<file path="src/rtl/fpga_cfg_pkg.sv">
// Shared configuration for the LSM regression sequencer: word width,
// default timeout and the scheduler FSM state encoding.
package fpga_cfg_pkg;

  localparam int FP_WIDTH        = 32;
  localparam int DEF_TIMEOUT_CYC = 4096;

  typedef enum logic [2:0] {
    S_IDLE,
    S_FETCH,
    S_LOAD,
    S_SEND,
    S_COLLECT,
    S_WRITE,
    S_FIN,
    S_ERR
  } lsm_sched_state_t;

  // Address width that stays legal (>=1 bit) for a depth of 1.
  function automatic int addr_w(input int depth);
    return (depth > 1) ? $clog2(depth) : 1;
  endfunction

endpackage

</file>
<file path="src/rtl/lsm_regression_sched_timeout.sv">
// Saturating cycle counter used while waiting for the accumulator's beta.
// expired is high during the cycle whose count equals LIMIT-1.
module lsm_sched_timeout #(
  parameter int LIMIT = 4096
) (
  input  logic clk,
  input  logic rst_n,
  input  logic clr,
  input  logic en,
  output logic expired
);

  localparam int CW = $clog2(LIMIT) + 1;

  logic [CW-1:0] cnt;

  // Clear has priority; counting stops at all-ones so it never wraps.
  always_ff @(posedge clk or negedge rst_n) begin
    if (!rst_n)                 cnt <= '0;
    else if (clr)               cnt <= '0;
    else if (en && cnt != '1)   cnt <= cnt + 1'b1;
  end

  assign expired = (cnt == CW'(LIMIT - 1));

endmodule

</file>
<file path="src/rtl/lsm_regression_sched.sv">
// Backward-induction sequencer: for each step (last to first) read
// N_SAMPLES (x, y) pairs, stream them to the regression accumulator,
// then capture beta[0:2] and write it to the beta store.
module lsm_regression_sched
  import fpga_cfg_pkg::*;
#(
  parameter int WIDTH       = FP_WIDTH,
  parameter int N_SAMPLES   = 16,
  parameter int N_STEPS     = 8,
  parameter int TIMEOUT_CYC = DEF_TIMEOUT_CYC
) (
  input  logic                            clk,
  input  logic                            rst_n,
  input  logic                            start,
  output logic                            busy,
  output logic                            done,
  output logic                            error,
  output logic                            rd_en,
  output logic [addr_w(N_STEPS)-1:0]      rd_step,
  output logic [addr_w(N_SAMPLES)-1:0]    rd_idx,
  input  logic signed [WIDTH-1:0]         rd_x,
  input  logic signed [WIDTH-1:0]         rd_y,
  output logic                            acc_valid_in,
  input  logic                            acc_ready_out,
  output logic signed [WIDTH-1:0]         acc_x,
  output logic signed [WIDTH-1:0]         acc_y,
  input  logic                            acc_valid_out,
  output logic                            acc_ready_in,
  input  logic signed [2:0][WIDTH-1:0]    acc_beta,
  output logic                            bw_en,
  output logic [addr_w(N_STEPS)-1:0]      bw_step,
  output logic signed [2:0][WIDTH-1:0]    bw_beta
);

  localparam int SW = addr_w(N_STEPS);
  localparam int IW = addr_w(N_SAMPLES);
  localparam logic [SW-1:0] LAST_STEP = SW'(N_STEPS - 1);
  localparam logic [IW-1:0] LAST_IDX  = IW'(N_SAMPLES - 1);

  lsm_sched_state_t state, state_nxt;
  logic [SW-1:0]    step;
  logic [IW-1:0]    idx;
  logic             hs;
  logic             to_expired;

  // acc_valid_in is registered and high exactly while in SEND.
  assign hs = acc_valid_in & acc_ready_out;

  // Only output decoded combinationally: ready toward the accumulator.
  assign acc_ready_in = (state == S_COLLECT);

  // Addresses come straight from the step/idx registers.
  assign rd_step = step;
  assign rd_idx  = idx;
  assign bw_step = step;

  // Counter is held clear everywhere but COLLECT, so it starts at 0 on entry.
  lsm_sched_timeout #(
    .LIMIT (TIMEOUT_CYC)
  ) u_timeout (
    .clk     (clk),
    .rst_n   (rst_n),
    .clr     (state != S_COLLECT),
    .en      (state == S_COLLECT),
    .expired (to_expired)
  );

  // Next-state decode.
  always_comb begin
    state_nxt = state;
    case (state)
      S_IDLE:    if (start) state_nxt = S_FETCH;
      S_FETCH:   state_nxt = S_LOAD;
      S_LOAD:    state_nxt = S_SEND;
      S_SEND:    if (hs) state_nxt = (idx == LAST_IDX) ? S_COLLECT : S_FETCH;
      S_COLLECT: begin
        if (acc_valid_out)   state_nxt = S_WRITE;
        else if (to_expired) state_nxt = S_ERR;
      end
      S_WRITE:   state_nxt = (step == '0) ? S_FIN : S_FETCH;
      S_FIN:     state_nxt = S_IDLE;
      S_ERR:     state_nxt = S_IDLE;
      default:   state_nxt = S_IDLE;
    endcase
  end

  // State, counters and all registered outputs; strobes track the next state.
  always_ff @(posedge clk or negedge rst_n) begin
    if (!rst_n) begin
      state        <= S_IDLE;
      step         <= '0;
      idx          <= '0;
      busy         <= 1'b0;
      done         <= 1'b0;
      error        <= 1'b0;
      rd_en        <= 1'b0;
      acc_valid_in <= 1'b0;
      acc_x        <= '0;
      acc_y        <= '0;
      bw_en        <= 1'b0;
      bw_beta      <= '0;
    end else begin
      state        <= state_nxt;
      rd_en        <= (state_nxt == S_FETCH);
      acc_valid_in <= (state_nxt == S_SEND);
      bw_en        <= (state_nxt == S_WRITE);
      done         <= (state_nxt == S_FIN);
      case (state)
        S_IDLE: begin
          if (start) begin
            step  <= LAST_STEP;
            idx   <= '0;
            error <= 1'b0;
            busy  <= 1'b1;
          end
        end
        S_LOAD: begin
          acc_x <= rd_x;
          acc_y <= rd_y;
        end
        S_SEND: begin
          if (hs) begin
            if (idx == LAST_IDX) idx <= '0;
            else                 idx <= idx + 1'b1;
          end
        end
        S_COLLECT: begin
          if (acc_valid_out) begin
            bw_beta <= acc_beta;
          end else if (to_expired) begin
            error <= 1'b1;
            busy  <= 1'b0;
          end
        end
        S_WRITE: begin
          if (step == '0) busy <= 1'b0;
          else            step <= step - 1'b1;
        end
        default: ;
      endcase
    end
  end

endmodule

</file>
<file path="config.mk">
export PLATFORM = sky130hd
export DESIGN_NAME = lsm_regression_sched
export DESIGN_NICKNAME = d
export VERILOG_FILES = /design/src/rtl/fpga_cfg_pkg.sv /design/src/rtl/lsm_regression_sched_timeout.sv /design/src/rtl/lsm_regression_sched.sv
export SDC_FILE = /design/constraint.sdc
export NUM_CORES = 1
export LEC_CHECK = 0
export ABC_AREA = 0
export CAP_MARGIN = 20
export CORE_MARGIN = 3
export CORE_UTILIZATION = 42
export CTS_CLUSTER_DIAMETER = 200
export DETAILED_ROUTE_END_ITERATION = 10
export PLACE_DENSITY = 0.81
export SETUP_SLACK_MARGIN = 0.3
export SKIP_CTS_REPAIR_TIMING = 1
export SLEW_MARGIN = 30
export SYNTH_ARGS = -nofsm -noshare
export SYNTH_HDL_FRONTEND = slang
export SYNTH_SLANG_ARGS = --single-unit
</file>
<file path="constraint.sdc">
create_clock -name clk -period 2.2 [get_ports clk]
set_clock_uncertainty 0.05 [all_clocks]
set_input_delay 0.55 -clock clk [delete_from_list [all_inputs] [get_ports clk]]
set_output_delay 0.55 -clock clk [all_outputs]
set_load 0.05 [all_outputs]
</file>
Word-level counts from Yosys, hierarchy flattened
Index checks and enable logic that the tools add are counted.
{"block": "totals", "regBits": 189, "in_bits": 165, "output_inout_bits": 177, "elab_cells": 79}
{"block": "classes", "add_sub_neg": 3, "eq_ne": 21, "n_mux": 25, "bitwise": 1, "n_reduce_logical": 14}
{"operator": "$mux W13", "count": 2}
{"operator": "$mux W3", "count": 8}
{"operator": "$pmux W3 S7", "count": 1}
{"operator": "$eq A3 B3 Y1 const B", "count": 6}
{"operator": "$add A13 B1 Y13 const B", "count": 1}
{"operator": "$eq A13 B12 Y1 const B", "count": 1}
{"operator": "$ne A13 B13 Y1 const B", "count": 1}
{"operator": "$mux W4", "count": 3}
{"operator": "$ne A2 B2 Y1 const B", "count": 6}
{"operator": "$eq A3 B2 Y1 const B", "count": 3}
{"operator": "$pmux W4 S2", "count": 1}
{"operator": "$reduce_bool A2 Y1", "count": 4}
{"operator": "$mux W1", "count": 7}
{"operator": "$eq A3 B1 Y1 const B", "count": 2}
{"operator": "$logic_not A3 Y1", "count": 2}
{"operator": "$pmux W3 S2", "count": 1}
{"operator": "$reduce_and A3 Y1", "count": 2}
{"operator": "$reduce_and A5 Y1", "count": 1}
{"operator": "$add A4 B1 Y4 const B", "count": 1}
{"operator": "$eq A4 B4 Y1 const B", "count": 1}
{"operator": "$reduce_and A4 Y1", "count": 1}
{"operator": "$ne A3 B3 Y1 const B", "count": 1}
{"operator": "$pmux W1 S3", "count": 1}
{"operator": "$reduce_bool A3 Y1", "count": 1}
{"operator": "6 further kinds", "count": 6}

Longest topological paths before layout
{"block": "depth", "depth_word": 5, "mapped_depth": 8, "depth_no_buf": 7}

Modules after synthesis
A second synthesis with hierarchy kept.
{"block": "hier_totals", "hier_cells": 502, "area_unflattened_um2": 7698.6}
{"mod": "lsm_regression_sched", "n_inst": 1, "cells_each": 427, "area_per_inst_um2": 6979.2, "seq_area_each_um2": 4404.2}
{"mod": "lsm_sched_timeout", "n_inst": 1, "cells_each": 75, "area_per_inst_um2": 719.4, "seq_area_each_um2": 325.3}

Worst setup path after synthesis
Ideal clock, no wire load.
{"block": "synth_timing", "kind": "flip-flop to flip-flop", "from": "register step[0] (netlist: bw_step[0])", "to": "register step[0] (netlist: bw_step[0])", "setup_ns": 0.126, "arrival_ns": 1.868, "required_time_ns": 2.024, "slack_ns": 0.156, "path_stages_with_launch": 8, "n_path_buf": 0, "period_less_slack_ns": 2.044, "path_cell_list": "dfrtp_1 > inv_1 > ha_1 > ha_1 > nand2b_1 > nor2_1 > nor2_1 > o32a_1"}
{"block": "synth_between", "elab_chain_cells": 3, "word_cells_on_any_way": 6, "classes_between": "add/sub: 1; eq/ne: 1; mux: 2; reduce/logical: 2"}
{"item": "start, declared", "line": "lsm_regression_sched.sv:41", "rtl": "logic [SW-1:0] step;"}
{"item": "start signal, assigned", "line": "lsm_regression_sched.sv:137", "rtl": "else step <= step - 1'b1;"}
{"item": "$sub A3 B1 Y3 or $logic_not A3 Y1 (tied branches)", "line": "lsm_regression_sched.sv:137, lsm_regression_sched.sv:136"}
{"item": "$mux W3 or $ne A2 B2 Y1 (tied branches)"}
{"item": "$pmux W3 S2 or $reduce_and A3 Y1 (tied branches)"}
Parallel ways exist; a longest one is shown, timed or not. The select of a mux whose other input is x is not followed.
A chain may end at the register's enable or synchronous reset.

Worst setup path in the final report
{"block": "layout_timing", "from": "register state[1]", "to": "output acc_ready_in"}
{"block": "layout_between", "elab_chain_cells": 1}
{"item": "start, declared", "line": "lsm_regression_sched.sv:40", "rtl": "lsm_sched_state_t state, state_nxt;"}
{"item": "start signal, assigned", "line": "lsm_regression_sched.sv:103", "rtl": "state <= state_nxt;"}
{"item": "$eq A3 B3 Y1", "line": "lsm_regression_sched.sv:50", "rtl": "assign acc_ready_in = (state == S_COLLECT);"}
{"item": "end, declared", "line": "lsm_regression_sched.sv:28", "rtl": "output logic acc_ready_in,"}
Every way passes these cells.

==> key figures <==
Power
  – Leak pwr: 7.78 nW
  – Power Dens Cells: 1090 nW/um2
  – Peak VDD IR: 911 uV
  – Tot Pwr: 0.0135 W

Setup path
  – CP arrival: 1340 ps
  – Critical path origin: state[1]$_DFF_PN0_
  – Crit path max-delay family: flip-flops
  – CP Data Required Time: 1600 ps
  – Crit path cell chain: nor2_2, nand2_2, clkinv_4, buf_12
  – Critical setup path kind: register to output pin
  – Critical path peak fanout: 4
  – Worst reg2reg path startpoint: state[1]$_DFF_PN0_
  – Critical path capture point type: output pin
  – CP bufs+invs: 2
  – Slowest CP cell: dfrtp_1
  – CP peak stage delay: 430 ps
  – Setup crit start kind: register

Clock tree
  – H-Tree Depth: 4
  – CTS Buffer Depth: 2
  – CTS clk-pin slew, worst paths: 70 ps
  – Worst skew pair latency: 430 ps
  – TritonCTS clock tree: built
  – CTS buffer count: 17
  – Clock sink count: 189
  – CTS Root Cell: clkbuf_16

Hold path
  – Worst Hold Class: primary input to asynchronous set/reset pin

Logic synthesis
  – Flops & latches, synth: 189
  – Warnings, synthesis: 0
  – Post-Syn Nets: 676
  – Syn Area/Cell: 14.9 um2
  – Seq/Total Area, Yosys: 0.626
  – Async SR Flop Fraction: 1.00
  – Most used DFF post-synth: dfrtp_1
  – EDFF count, synth: 0
  – Mapped Cells: 507
  – Synth cell types: 52
  – Post-Syn Area: 7550 um2

Timing
  – Slew @ Worst Pin: 565 ps
  – Final setup vio count: 0
  – Max-slew violations: 0
  – Achievable frequency: 0.515 GHz
  – Min Hold Slack: 31.1 ps
  – Final Hold Fails: 0
  – Max_slew headroom: 0.623
  – Crit share post-route: 0.882
  – RSZ-0062 raised after global routing: yes
  – Final worst path period need: 1940 ps

Final layout
  – Fillers: 1,156
  – Fraction of layout cells with a size suffix above 1: 0.293
  – Area of the multi-input gates: 2650 um2
  – Area Overhead vs Synth: 63.7%
  – FF/Latch Area: 4730 um2
  – Final core occ: 0.708
  – Final net count: 1,039

GRT
  – First-pass GRT wire length: 33,100 um
  – Total grt overflow: 0
  – Largest net degree at the start of global routing: 65
  – Total GRT Usage: 0.212
  – Initial antenna violation count: 2
  – Vias in the first global route: 5,920

Die
  – Initial Util: 0.432
  – Die ar.: 19,600 um2
  – DIE WIDTH: 140 um
  – # IOs: 342
  – # rows: 48
  – Core Area: 17,500 um2
  – Die height: 140 um

Route
  – DR iter-0 viols: 276
  – Routed wire length: 21,800 um
  – DRT antenna net count: 0
  – Vias per std cell: 5.09
  – Total number of vias: 5,643
  – DRC errors left: 0
  – DRT Pass-1 Iters: 4
  – Wire per inst: 19.7 um

Place
  – Buffers on Ports: 341
  – RD Place Congestion: 0.849
  – Dpl hpwl: 16,100 um

Flow run
  – MaxCap Viol Count: 0

Status
  – Status: complete, no violations
## final timing paths
check,to,slack [ps],cells past startpoint
max,acc_ready_in,260,4
min reg2reg,bw_beta[19]$_DFFE_PN0P_,440,1
max in group asynchronous,u_timeout.cnt[0]$_DFFE_PN0P_,1490,2
max reg2reg,acc_y[10]$_DFFE_PN0N_,310,4
min,busy$_DFFE_PN0P_,30,1
min in group clk,bw_beta[19]$_DFFE_PN0P_,440,1
## state kept, by name (all words and copies together) (netlist names)
name           count
acc_x             32
done               1
u_timeout.cnt     13
state              3
rd_idx             4
acc_valid_in       1
rd_en              1
bw_en              1
busy               1
bw_beta           96
bw_step            3
error              1
acc_y             32
## power breakdown
group	internal (W)	switching, W	leakage [nW]
Clock	0.00164	0.00142	0.290
Sequential	0.00418	0.000393	2.47
Combinational	0.00225	0.00362	5.02
## cells in the mapped netlist (3+ instances only)
cell type,instances,area share
dfrtp_1,189,0.63
mux2_2,156,0.23
nor2_1,16,0.0079
nand2_1,15,0.0075
buf_2,12,0.0079
a21oi_1,9,0.0060
a31oi_1,7,0.0058
nand2b_1,7,0.0058
buf_6,6,0.0089
inv_1,6,0.0030
o21ai_0,6,0.0040
clkbuf_1,5,0.0025
nand4_1,5,0.0041
and3_1,4,0.0033
ha_1,4,0.0066
mux2_1,4,0.0060
mux2i_1,4,0.0053
nand3_1,4,0.0026
and2_1,3,0.0025
buf_4,3,0.0030
nor2b_1,3,0.0025
nor3_1,3,0.0020
## per-layer routing
metal  GRT usage  wire, um
met3      0.0509      1180
met2       0.390     12000
met1       0.249      8190
met4      0.0556       472
met5           0        14
## cells in the final DEF, fill, tap and decap left out, drive strengths merged, types with 2 or more instances in the layout
cell / synthesis / final
mux2i: 4 / 4
or4b: 2 / 2
and4: 2 / 2
inv: 7 / 12
a21boi: 2 / 2
nor2b: 3 / 3
nand4: 5 / 5
xnor2: 2 / 2
clkbuf: 6 / 21
mux2: 160 / 160
nor4: 3 / 3
o21ai: 6 / 6
dlymetal6s2s: 0 / 158
nor2: 16 / 16
buf: 21 / 47
clkinv: 0 / 7
clkdlybuf4s50: 0 / 163
a21oi: 10 / 10
a31oi: 7 / 7
nor3b: 2 / 2
and2: 3 / 3
ha: 4 / 4
a22o: 2 / 2
nor3: 3 / 3
nand2b: 7 / 7
dfrtp: 189 / 189
nand3: 4 / 4
o22a: 2 / 2
and3: 4 / 4
nand2: 16 / 16
## per-stage QoR
stage                     setup TNS, ps  setup WS (ps)  cell area (um2)  instances
final                                 0            260            12400       1109
after detailed placement          -3.66          -3.66            11300       1070
after global routing                  0            214            12400       1109
after global placement                0           43.4            11300       1070
after floorplan                       0            315             7560        507
after CTS                         -2580          -77.3            11900       1102
## cells by family (layout without fill, tap and decap cells)
| kind of cell | count (synthesis) | after routing | share of synthesized area |
|---|---|---|---|
| AOI/OAI and AO/OA | 41 | 41 | 0.0394 |
| xor gates and xnor gates | 2 | 2 | 0.00232 |
| buffers and inverters | 34 | 410 | 0.0268 |
| muxes | 164 | 164 | 0.244 |
| other | 0 | 1 | 0 |
| and+or+nand+nor | 73 | 73 | 0.0550 |
| DFF | 189 | 189 | 0.626 |
| adders and majority gates | 4 | 4 | 0.00662 |
## area by class of cell
| class | count | share of cell area |
|---|---|---|
| diodes | 1 | 0.000202 |
| inverters | 7 | 0.00253 |
| well taps | 225 | 0.0228 |
| multi-input cells | 284 | 0.214 |
| flip-flops and latches | 189 | 0.383 |
| clock buffers | 18 | 0.0355 |
| clock inverters | 14 | 0.0124 |
| repair buffers | 371 | 0.330 |
Note: power is estimated with default switching activity, not from simulation.
